--- src/rtl/spi_slave_9952.sv ---
// spi_slave_9952: AD9952-style 3-wire SPI register responder with buffer/active register pairs
module spi_slave_9952 #(
  parameter int CS_SYNC_STAGES = 2
) (
  input  logic        clk,
  input  logic        rst,
  input  logic        n_cs,
  input  logic        sclk,
  input  logic        sdio_i,
  output logic        sdio_o,
  output logic        sdio_oe,
  input  logic        io_update,
  output logic [31:0] cfr1,
  output logic [23:0] cfr2,
  output logic [15:0] asf,
  output logic [7:0]  arr,
  output logic [31:0] ftw,
  output logic [15:0] pow,
  output logic        update_stb,
  output logic        wr_done,
  output logic [4:0]  wr_addr,
  output logic        bad_addr
);
  typedef enum logic [2:0] {IDLE, INSTR, WRITE, READ, DRAIN} state_t;
  state_t state, state_nxt;
  logic [CS_SYNC_STAGES-1:0] sclk_s, cs_s, sdi_s, upd_s;
  logic sclk_q, cs_q, upd_q;
  logic rise, fall, cs_fall, cs_rise, upd_rise, sdi, last_bit, commit, bad;
  logic [2:0] bit_cnt, byte_cnt;
  logic [30:0] sh;
  logic [31:0] sh_nxt, tx, rd_word;
  logic [4:0] addr, addr_nxt;
  logic [31:0] b_cfr1, b_ftw;
  logic [23:0] b_cfr2;
  logic [15:0] b_asf, b_pow;
  logic [7:0] b_arr;

  function automatic logic [2:0] len_of(input logic [4:0] a);
    return a == 5'd0 ? 3'd4 : a == 5'd1 ? 3'd3 : a == 5'd2 ? 3'd2 :
           a == 5'd3 ? 3'd1 : a == 5'd4 ? 3'd4 : a == 5'd5 ? 3'd2 : 3'd0;
  endfunction

  // Synchronizers are left unreset so a level already present at reset release is not seen as an edge.
  always_ff @(posedge clk) begin
    sclk_s <= {sclk_s[CS_SYNC_STAGES-2:0], sclk};
    cs_s   <= {cs_s[CS_SYNC_STAGES-2:0], n_cs};
    sdi_s  <= {sdi_s[CS_SYNC_STAGES-2:0], sdio_i};
    upd_s  <= {upd_s[CS_SYNC_STAGES-2:0], io_update};
    sclk_q <= sclk_s[CS_SYNC_STAGES-1];
    cs_q   <= cs_s[CS_SYNC_STAGES-1];
    upd_q  <= upd_s[CS_SYNC_STAGES-1];
  end

  always_comb begin
    rise     = sclk_s[CS_SYNC_STAGES-1] & ~sclk_q;
    fall     = ~sclk_s[CS_SYNC_STAGES-1] & sclk_q;
    cs_fall  = ~cs_s[CS_SYNC_STAGES-1] & cs_q;
    cs_rise  = cs_s[CS_SYNC_STAGES-1] & ~cs_q;
    upd_rise = upd_s[CS_SYNC_STAGES-1] & ~upd_q;
    sdi      = sdi_s[CS_SYNC_STAGES-1];
    last_bit = bit_cnt == 3'd7;
    sh_nxt   = {sh, sdi};
    addr_nxt = sh_nxt[4:0];
    // Read data is left-aligned so the MSB of every register leaves from bit 31.
    rd_word  = addr_nxt == 5'd0 ? b_cfr1 : addr_nxt == 5'd1 ? {b_cfr2, 8'h00} :
               addr_nxt == 5'd2 ? {b_asf, 16'h0000} : addr_nxt == 5'd3 ? {b_arr, 24'h000000} :
               addr_nxt == 5'd4 ? b_ftw : addr_nxt == 5'd5 ? {b_pow, 16'h0000} : 32'h0;
    state_nxt = state;
    commit    = 1'b0;
    bad       = 1'b0;
    if (cs_rise) state_nxt = IDLE;
    else if (state == IDLE) state_nxt = cs_fall ? INSTR : IDLE;
    else if (rise && last_bit) begin
      if (state == INSTR) begin
        bad       = len_of(addr_nxt) == 3'd0;
        state_nxt = bad ? DRAIN : sh[6] ? READ : WRITE;
      end else if ((state == WRITE || state == READ) && byte_cnt == len_of(addr) - 3'd1) begin
        commit    = state == WRITE;
        state_nxt = DRAIN;
      end
    end
  end

  always_ff @(posedge clk) state <= rst ? IDLE : state_nxt;

  always_ff @(posedge clk) begin
    if (rst) begin
      {bit_cnt, byte_cnt, addr, sh, tx} <= '0;
      {sdio_o, sdio_oe, wr_done, bad_addr, update_stb, wr_addr} <= '0;
      {b_cfr1, b_cfr2, b_asf, b_arr, b_ftw, b_pow} <= '0;
      {cfr1, cfr2, asf, arr, ftw, pow} <= '0;
    end else begin
      wr_done    <= commit;
      bad_addr   <= bad;
      update_stb <= upd_rise;
      // Buffers and actives share this edge, so a coincident update sees the pre-commit buffer.
      if (upd_rise) {cfr1, cfr2, asf, arr, ftw, pow} <= {b_cfr1, b_cfr2, b_asf, b_arr, b_ftw, b_pow};
      if (commit) begin
        wr_addr <= addr;
        if (addr == 5'd0) b_cfr1 <= sh_nxt;
        if (addr == 5'd1) b_cfr2 <= sh_nxt[23:0];
        if (addr == 5'd2) b_asf <= sh_nxt[15:0];
        if (addr == 5'd3) b_arr <= sh_nxt[7:0];
        if (addr == 5'd4) b_ftw <= sh_nxt;
        if (addr == 5'd5) b_pow <= sh_nxt[15:0];
      end
      if (state_nxt == IDLE) begin
        {bit_cnt, byte_cnt, sdio_o, sdio_oe} <= '0;
        sh <= '0;
      end else if (rise) begin
        bit_cnt <= bit_cnt + 3'd1;
        sh      <= sh_nxt[30:0];
        if (last_bit && state != INSTR) byte_cnt <= byte_cnt + 3'd1;
        if (last_bit && state == INSTR) begin
          addr <= addr_nxt;
          sh   <= '0;
          tx   <= rd_word;
        end
      end else if (fall && state == READ) begin
        sdio_oe <= 1'b1;
        sdio_o  <= tx[31];
        tx      <= {tx[30:0], 1'b0};
      end else if (fall && state == DRAIN) sdio_o <= 1'b0;
    end
  end
endmodule

--- config.mk ---
export PLATFORM = sky130hd
export DESIGN_NAME = spi_slave_9952
export DESIGN_NICKNAME = d
export VERILOG_FILES = /design/src/rtl/spi_slave_9952.sv
export SDC_FILE = /design/constraint.sdc
export NUM_CORES = 1
export LEC_CHECK = 0
export BUFFER_PORTS_ARGS = -buffer_cell sky130_fd_sc_hd__buf_4
export CORE_ASPECT_RATIO = 1.2
export CORE_MARGIN = 2
export CORE_UTILIZATION = 30
export CTS_CLUSTER_SIZE = 28
export DETAILED_ROUTE_END_ITERATION = 8
export PLACE_DENSITY = 0.46
export RECOVER_POWER = 25
export SLEW_MARGIN = 20
export SYNTH_ARGS = -nofsm -noshare
export SYNTH_HDL_FRONTEND = slang
export SYNTH_SLANG_ARGS = --single-unit
--- constraint.sdc ---
create_clock -name clk -period 5.7 [get_ports clk]
set_input_delay 0.57 -clock clk [delete_from_list [all_inputs] [get_ports clk]]
set_output_delay 0.57 -clock clk [all_outputs]
set_load 0.005 [all_outputs]
# Yosys cells after proc, flatten, opt, wreduce, memory -nomap -nowiden
# Cells that the tools add are included.
[word_totals]
out_inout_bits = 138
word_cells = 130
regBits = 354
in_bits = 6
[op_classes]
n_bitwise = 14
n_reduce_logical = 27
mux = 37
eq_ne = 18
add_sub_neg = 3
[op_table]
columns = ["cell", "count"]
rows = [
  ["2-to-1 mux 32 bit", 9],
  ["2-to-1 mux 3 bit", 16],
  ["2-to-1 mux 31 bit", 1],
  ["equality test 5 x 2 -> 1 bit (second input constant)", 4],
  ["equality test 5 x 3 -> 1 bit (second input constant)", 4],
  ["AND reduction 2 bit", 9],
  ["equality test 5 x 1 -> 1 bit (second input constant)", 2],
  ["logical NOT 5 bit", 2],
  ["logical NOT 3 bit", 3],
  ["2-to-1 mux 1 bit", 9],
  ["inverter 1 bit", 9],
  ["adder 3 x 1 -> 3 bit (second input constant)", 2],
  ["equality test 3 x 2 -> 1 bit (second input constant)", 2],
  ["equality test 3 bit (second input constant)", 2],
  ["logical AND 1 bit", 6],
  ["AND reduction 3 bit", 2],
  ["bitwise AND 1 bit", 5],
  ["OR reduction 5 bit", 1],
  ["2-to-1 mux 2 bit", 2],
  ["nonzero test 2 bit", 2],
  ["equality test 3 x 1 -> 1 bit (second input constant)", 1],
  ["equality test 3 bit", 1],
  ["!= test 3 x 1 -> 1 bit (second input constant)", 1],
  ["subtractor 3 x 1 -> 3 bit (second input constant)", 1],
  ["3 further kinds", 3],
]

# Depth between registers and ports, before layout
[depth]
word_depth = 18
ltp_mapped = 13
mapped_depth_nobuf = 10

# Worst setup path after synthesis
# No wires, ideal clock.
[synth_timing]
path_kind = "reg2reg"
start = "reg addr[4]"
end = "reg tx[29]"
arrival_ps = 2586
t_required_ps = 5577
synth_period_minus_slack_ps = 2709
slack_ps = 2991
stages_incl_launch_ff = 12
path_buffers = 2
setup_ps = 123
path_cell_list = "dfxtp_1 nor4b_4 inv_1 ha_1 xnor2_1 nor3b_1 and4_1 buf_2 o31a_1 o21ai_4 buf_6 mux2_1"
[synth_via]
elab_chain_cells = 18
elab_cells_between_ends = 23
cone_classes = "add/sub (1); eq/ne (6); mux (11); bitwise (1); reduce/logical (4)"
[synth_rtl]
columns = ["element", "line", "source"]
rows = [
  ["start, declared", "32", "logic [4:0] addr, addr_nxt;"],
  ["start signal, assigned", "115", "addr <= addr_nxt;"],
  ["equality test 5 x 3 -> 1 bit", "40", "a == 5'd3 ? 3'd1 : a == 5'd4 ? 3'd4 : a == 5'd5 ? 3'd2 : 3'd0;"],
  ["2-to-1 mux 2 bit", "40", ""],
  ["2-to-1 mux 3 bit (2 in series)", "40", ""],
  ["2-to-1 mux 3 bit (2 in series)", "39", "return a == 5'd0 ? 3'd4 : a == 5'd1 ? 3'd3 : a == 5'd2 ? 3'd2 :"],
  ["2-to-1 mux 3 bit (*)", "39", ""],
  ["subtractor 3 x 1 -> 3 bit (*)", "77", "end else if ((state == WRITE || state == READ) && byte_cnt == len_of(addr) - 3'd1) begin"],
  ["equality test 3 bit (*)", "77", ""],
  ["logical AND 1 bit (*)", "77", ""],
  ["2-to-1 mux 3 bit (*)", "77", ""],
  ["2-to-1 mux 3 bit (*)", "74", "if (state == INSTR) begin"],
  ["2-to-1 mux 3 bit (*)", "73", "else if (rise && last_bit) begin"],
  ["2-to-1 mux 3 bit (*)", "72", "else if (state == IDLE) state_nxt = cs_fall ? INSTR : IDLE;"],
  ["2-to-1 mux 3 bit (*)", "71", "if (cs_rise) state_nxt = IDLE;"],
  ["logical NOT 3 bit (*)", "107", "if (state_nxt == IDLE) begin"],
  ["inverter 1 bit (no line) (*)", "-", ""],
  ["AND reduction 3 bit (no line) (*)", "-", ""],
  ["end signal, assigned", "117", "tx <= rd_word;"],
  ["end signal, assigned", "122", "tx <= {tx[30:0], 1'b0};"],
  ["end, declared", "31", "logic [31:0] sh_nxt, tx, rd_word;"],
]
# Mark *: on every way between the ends. The rest lies on a longest branch, timed or not.
# A chain may end at the register's enable or synchronous reset.

# Final worst setup path
[layout_timing]
start = "reg addr[0]"
end = "reg b_ftw[28]"
[layout_via]
elab_chain_cells = 16
elab_cells_between_ends = 21
cone_classes = "add/sub (1); eq/ne (6); mux (11); reduce/logical (3)"
[layout_rtl]
columns = ["element", "line", "source"]
rows = [
  ["equality test 5 x 3 -> 1 bit", "40", ""],
  ["2-to-1 mux 2 bit", "40", ""],
  ["2-to-1 mux 3 bit (2 in series)", "40", ""],
  ["2-to-1 mux 3 bit (3 in series)", "39", ""],
  ["subtractor 3 x 1 -> 3 bit", "77", ""],
  ["equality test 3 bit", "77", ""],
  ["logical AND 1 bit", "77", ""],
  ["2-to-1 mux 1 bit", "77", ""],
  ["2-to-1 mux 1 bit", "74", ""],
  ["2-to-1 mux 1 bit", "73", ""],
  ["2-to-1 mux 1 bit", "72", ""],
  ["2-to-1 mux 1 bit", "71", ""],
  ["AND reduction 2 bit (no line) (*)", "-", ""],
  ["end signal, assigned", "104", "if (addr == 5'd4) b_ftw <= sh_nxt;"],
  ["end, declared", "33", "logic [31:0] b_cfr1, b_ftw;"],
]
# Marks and branches as above.

==> flow_summary.toml <==
[timing]
setup_viol = 0
fin_crit_ns = 3.66
finalSetupTns_ns = 0
skew_ns = 0.0223
max_freq_ghz = 0.273
drv_slew = 61
slew_headroom = -0.695
hold_viol_final = 0
tightest_slew_ns = 2.54
layout_worst_path_cycle_share = 0.643
rsz0062_at_grt = "no"

[finish]
drive_gt1_frac = 0.144
diodes = 0
syn_to_final_growth_pct = 19.1
stdcell_area_um2 = 16500
nNetsFinal = 1721
layout_common_cells = "nand2_1, dfxtp_1, a21oi_1, nor2_1, buf_4"
final_common_cell = "nand2_1"
finish.utilization = 0.361

[routing]
routed_wl_mm = 44.7
wl_per_cell_um = 19.0
ant_nets = 0
viasPerCell = 4.92
vias = 11600
drt_iter0_markers = 781
firstDrtPassIters = 5
drc_errors = 0

[place]
dpl_cell_area_um2 = 15400
io_buffers = 143
gp_congestion = 0.803
hpwl_mm = 29.7

[pwr]
power_density_nw_per_um2 = 307
leakage_nw = 6.15
ir_drop_mv = 0.186

[yosys]
syn_inst = 1645
synth-seq-cells = 354
synth_edf_count = 0
synth_warnings = 0
synth_cell_types = 53
postSynthAreaPerCell_um2 = 8.42
synth.cell_area_um2 = 13900
ys_seq_area_frac = 0.511
synth_fp_nets = 1655
synthFlopType = "dfxtp_1"
synthArstFlopShare = 0

[floorplan]
core_area_um2 = 45700
pin_count = 144
die_h_um = 239
start_util = 0.303
die_x_um = 200
dieArea_um2 = 47900
rows = 86

[global_route]
overflow = 0
grt_pass1_vias = 11500
grt_usage = 0.184
grt_pass1_wl_mm = 69.0
antenna_found_initial = 0
grt_max_degree = 113

[clock_network]
insertion_delay_ns = 0.55
htreeDepth = 2
cts_buffer_depth = 3
cts_tree = "yes"
clockRootBuffer = "clkbuf_16"
clk_pin_slew_worst_paths_ns = 0.06
post_cts_buffers = 0
cts_resized = 0
cts_made_buffers = 38
postCtsHoldBufs = 0
cts_sinks = 354

[worst_setup_path]
cp_max_fo = 19
cp_data_arrival_time_ns = 4.05
startpoint_type = "flop"
reg2reg_depth = 10
cp-end-kind = "flop"
cp-startpoint = "addr[0]$_SDFFE_PP0P_"
crit_end = "b_ftw[28]$_SDFFE_PP0P_"
critPathKind = "flop to flop"
timing.rr.end = "b_ftw[28]$_SDFFE_PP0P_"
reg2reg_from = "addr[0]$_SDFFE_PP0P_"
required_ns = 6.09
r2r_setup_slack_ns = 2.04

[run]
drv_cap = 1

[min_path]
hp-class = "primary input to flop"

[status]
outcome = "finished with violations"
violations = "capacitance limit, slew limit"
## registers in the layout (all words and copies together) (netlist names), 5 cells and up
signal	count
sh	31
cfr1	32
cfr2	24
b_ftw	32
addr	5
arr	8
b_cfr1	32
pow	16
tx	32
wr_addr	5
b_cfr2	24
ftw	32
b_asf	16
b_arr	8
b_pow	16
asf	16
## area by class of cell
cell class	count	area, um2
clock buffers	58	1150
clock inverters	5	53.8
fillers	4792	29200
inverters	2	7.51
multi-input cells	1153	6260
flip-flops and latches	354	7090
well taps	616	771
repair buffers	162	1180
## power breakdown
group,switching [mW],internal [mW]
logic,0.116,0.0263
clock network,1.01,1.42
registers,0.00674,2.48
total,1.13,3.93
## critical path, cell delays in order (launching register included)
cell and delay, ns:
dfxtp_1 0.47, nor4b_4 0.33, inv_1 0.08, ha_1 0.29
xnor2_1 0.13, nor3b_1 0.21, and4_1 0.59, nand4_1 0.75
buf_4 0.49, nand2_1 0.10, a21oi_1 0.06
## cell usage after synthesis (all sizes together), types with 3 or more instances
master,instances,share of area
mux2,35,0.028
a22o,10,0.0063
o32ai,3,0.0019
a21oi,226,0.082
nand4,5,0.0032
or3,3,0.0014
nand3,9,0.0033
xor2,3,0.0019
and2,3,0.0014
o22ai,3,0.0014
nor2b,36,0.016
a22oi,41,0.022
ha,4,0.0036
a222oi,8,0.0058
nor2,133,0.036
xnor2,4,0.0025
nand2,445,0.12
nor4,4,0.0023
a221oi,13,0.0082
o21ai,17,0.0070
nand2b,14,0.0063
a211o,11,0.0070
mux2i,78,0.056
dfxtp,354,0.51
clkbuf,104,0.028
nor3b,3,0.0016
buf,32,0.012
nor3,21,0.0076
and4,4,0.0025
## metrics by stage
step,hold WS (ns),power (mW),setup WS [ns],cells
after global placement,0.314,2.69,2.07,2287
after CTS,0.0995,5.13,2.00,2350
after floorplan,0.310,2.64,2.99,1645
after detailed placement,0.313,2.69,2.03,2287
after global routing,0.129,5.23,1.67,2350
final,0.155,5.06,2.04,2350
## cells by family after synthesis
kind of cell             synth area share
AND/OR/NAND/NOR                     0.208
flip-flops                          0.511
AO/OA/AOI/OAI                       0.146
buffers and inverters              0.0413
multiplexers                       0.0848
XOR/XNOR                          0.00442
adder cells (fa/ha/maj)           0.00361
## per-layer routing
metal,part of all wire,vias up,GRT usage
met5,0,-,0
met2,0.47,285,0.310
li1,-,5690,-
met1,0.46,5529,0.238
met4,0.029,0,0.0651
met3,0.046,65,0.0314
## worst min path at each step
| stage | start | end | slack [ns] | cells past startpoint |
|---|---|---|---|---|
| final | sdio_i | sdi_s[0]$_DFF_P_ | 0.16 | 1 |
| after global routing | sdio_i | sdi_s[0]$_DFF_P_ | 0.13 | 1 |
| after CTS | sdio_i | sdi_s[0]$_DFF_P_ | 0.1 | 1 |
| after detailed placement | sdi_s[0]$_DFF_P_ | sdi_s[1]$_DFF_P_ | 0.31 | 0 |
| after global placement | cs_s[0]$_DFF_P_ | cs_s[1]$_DFF_P_ | 0.31 | 0 |
| after floorplan | cs_s[0]$_DFF_P_ | cs_s[1]$_DFF_P_ | 0.31 | 0 |
Power figures use the tool's default switching activity.
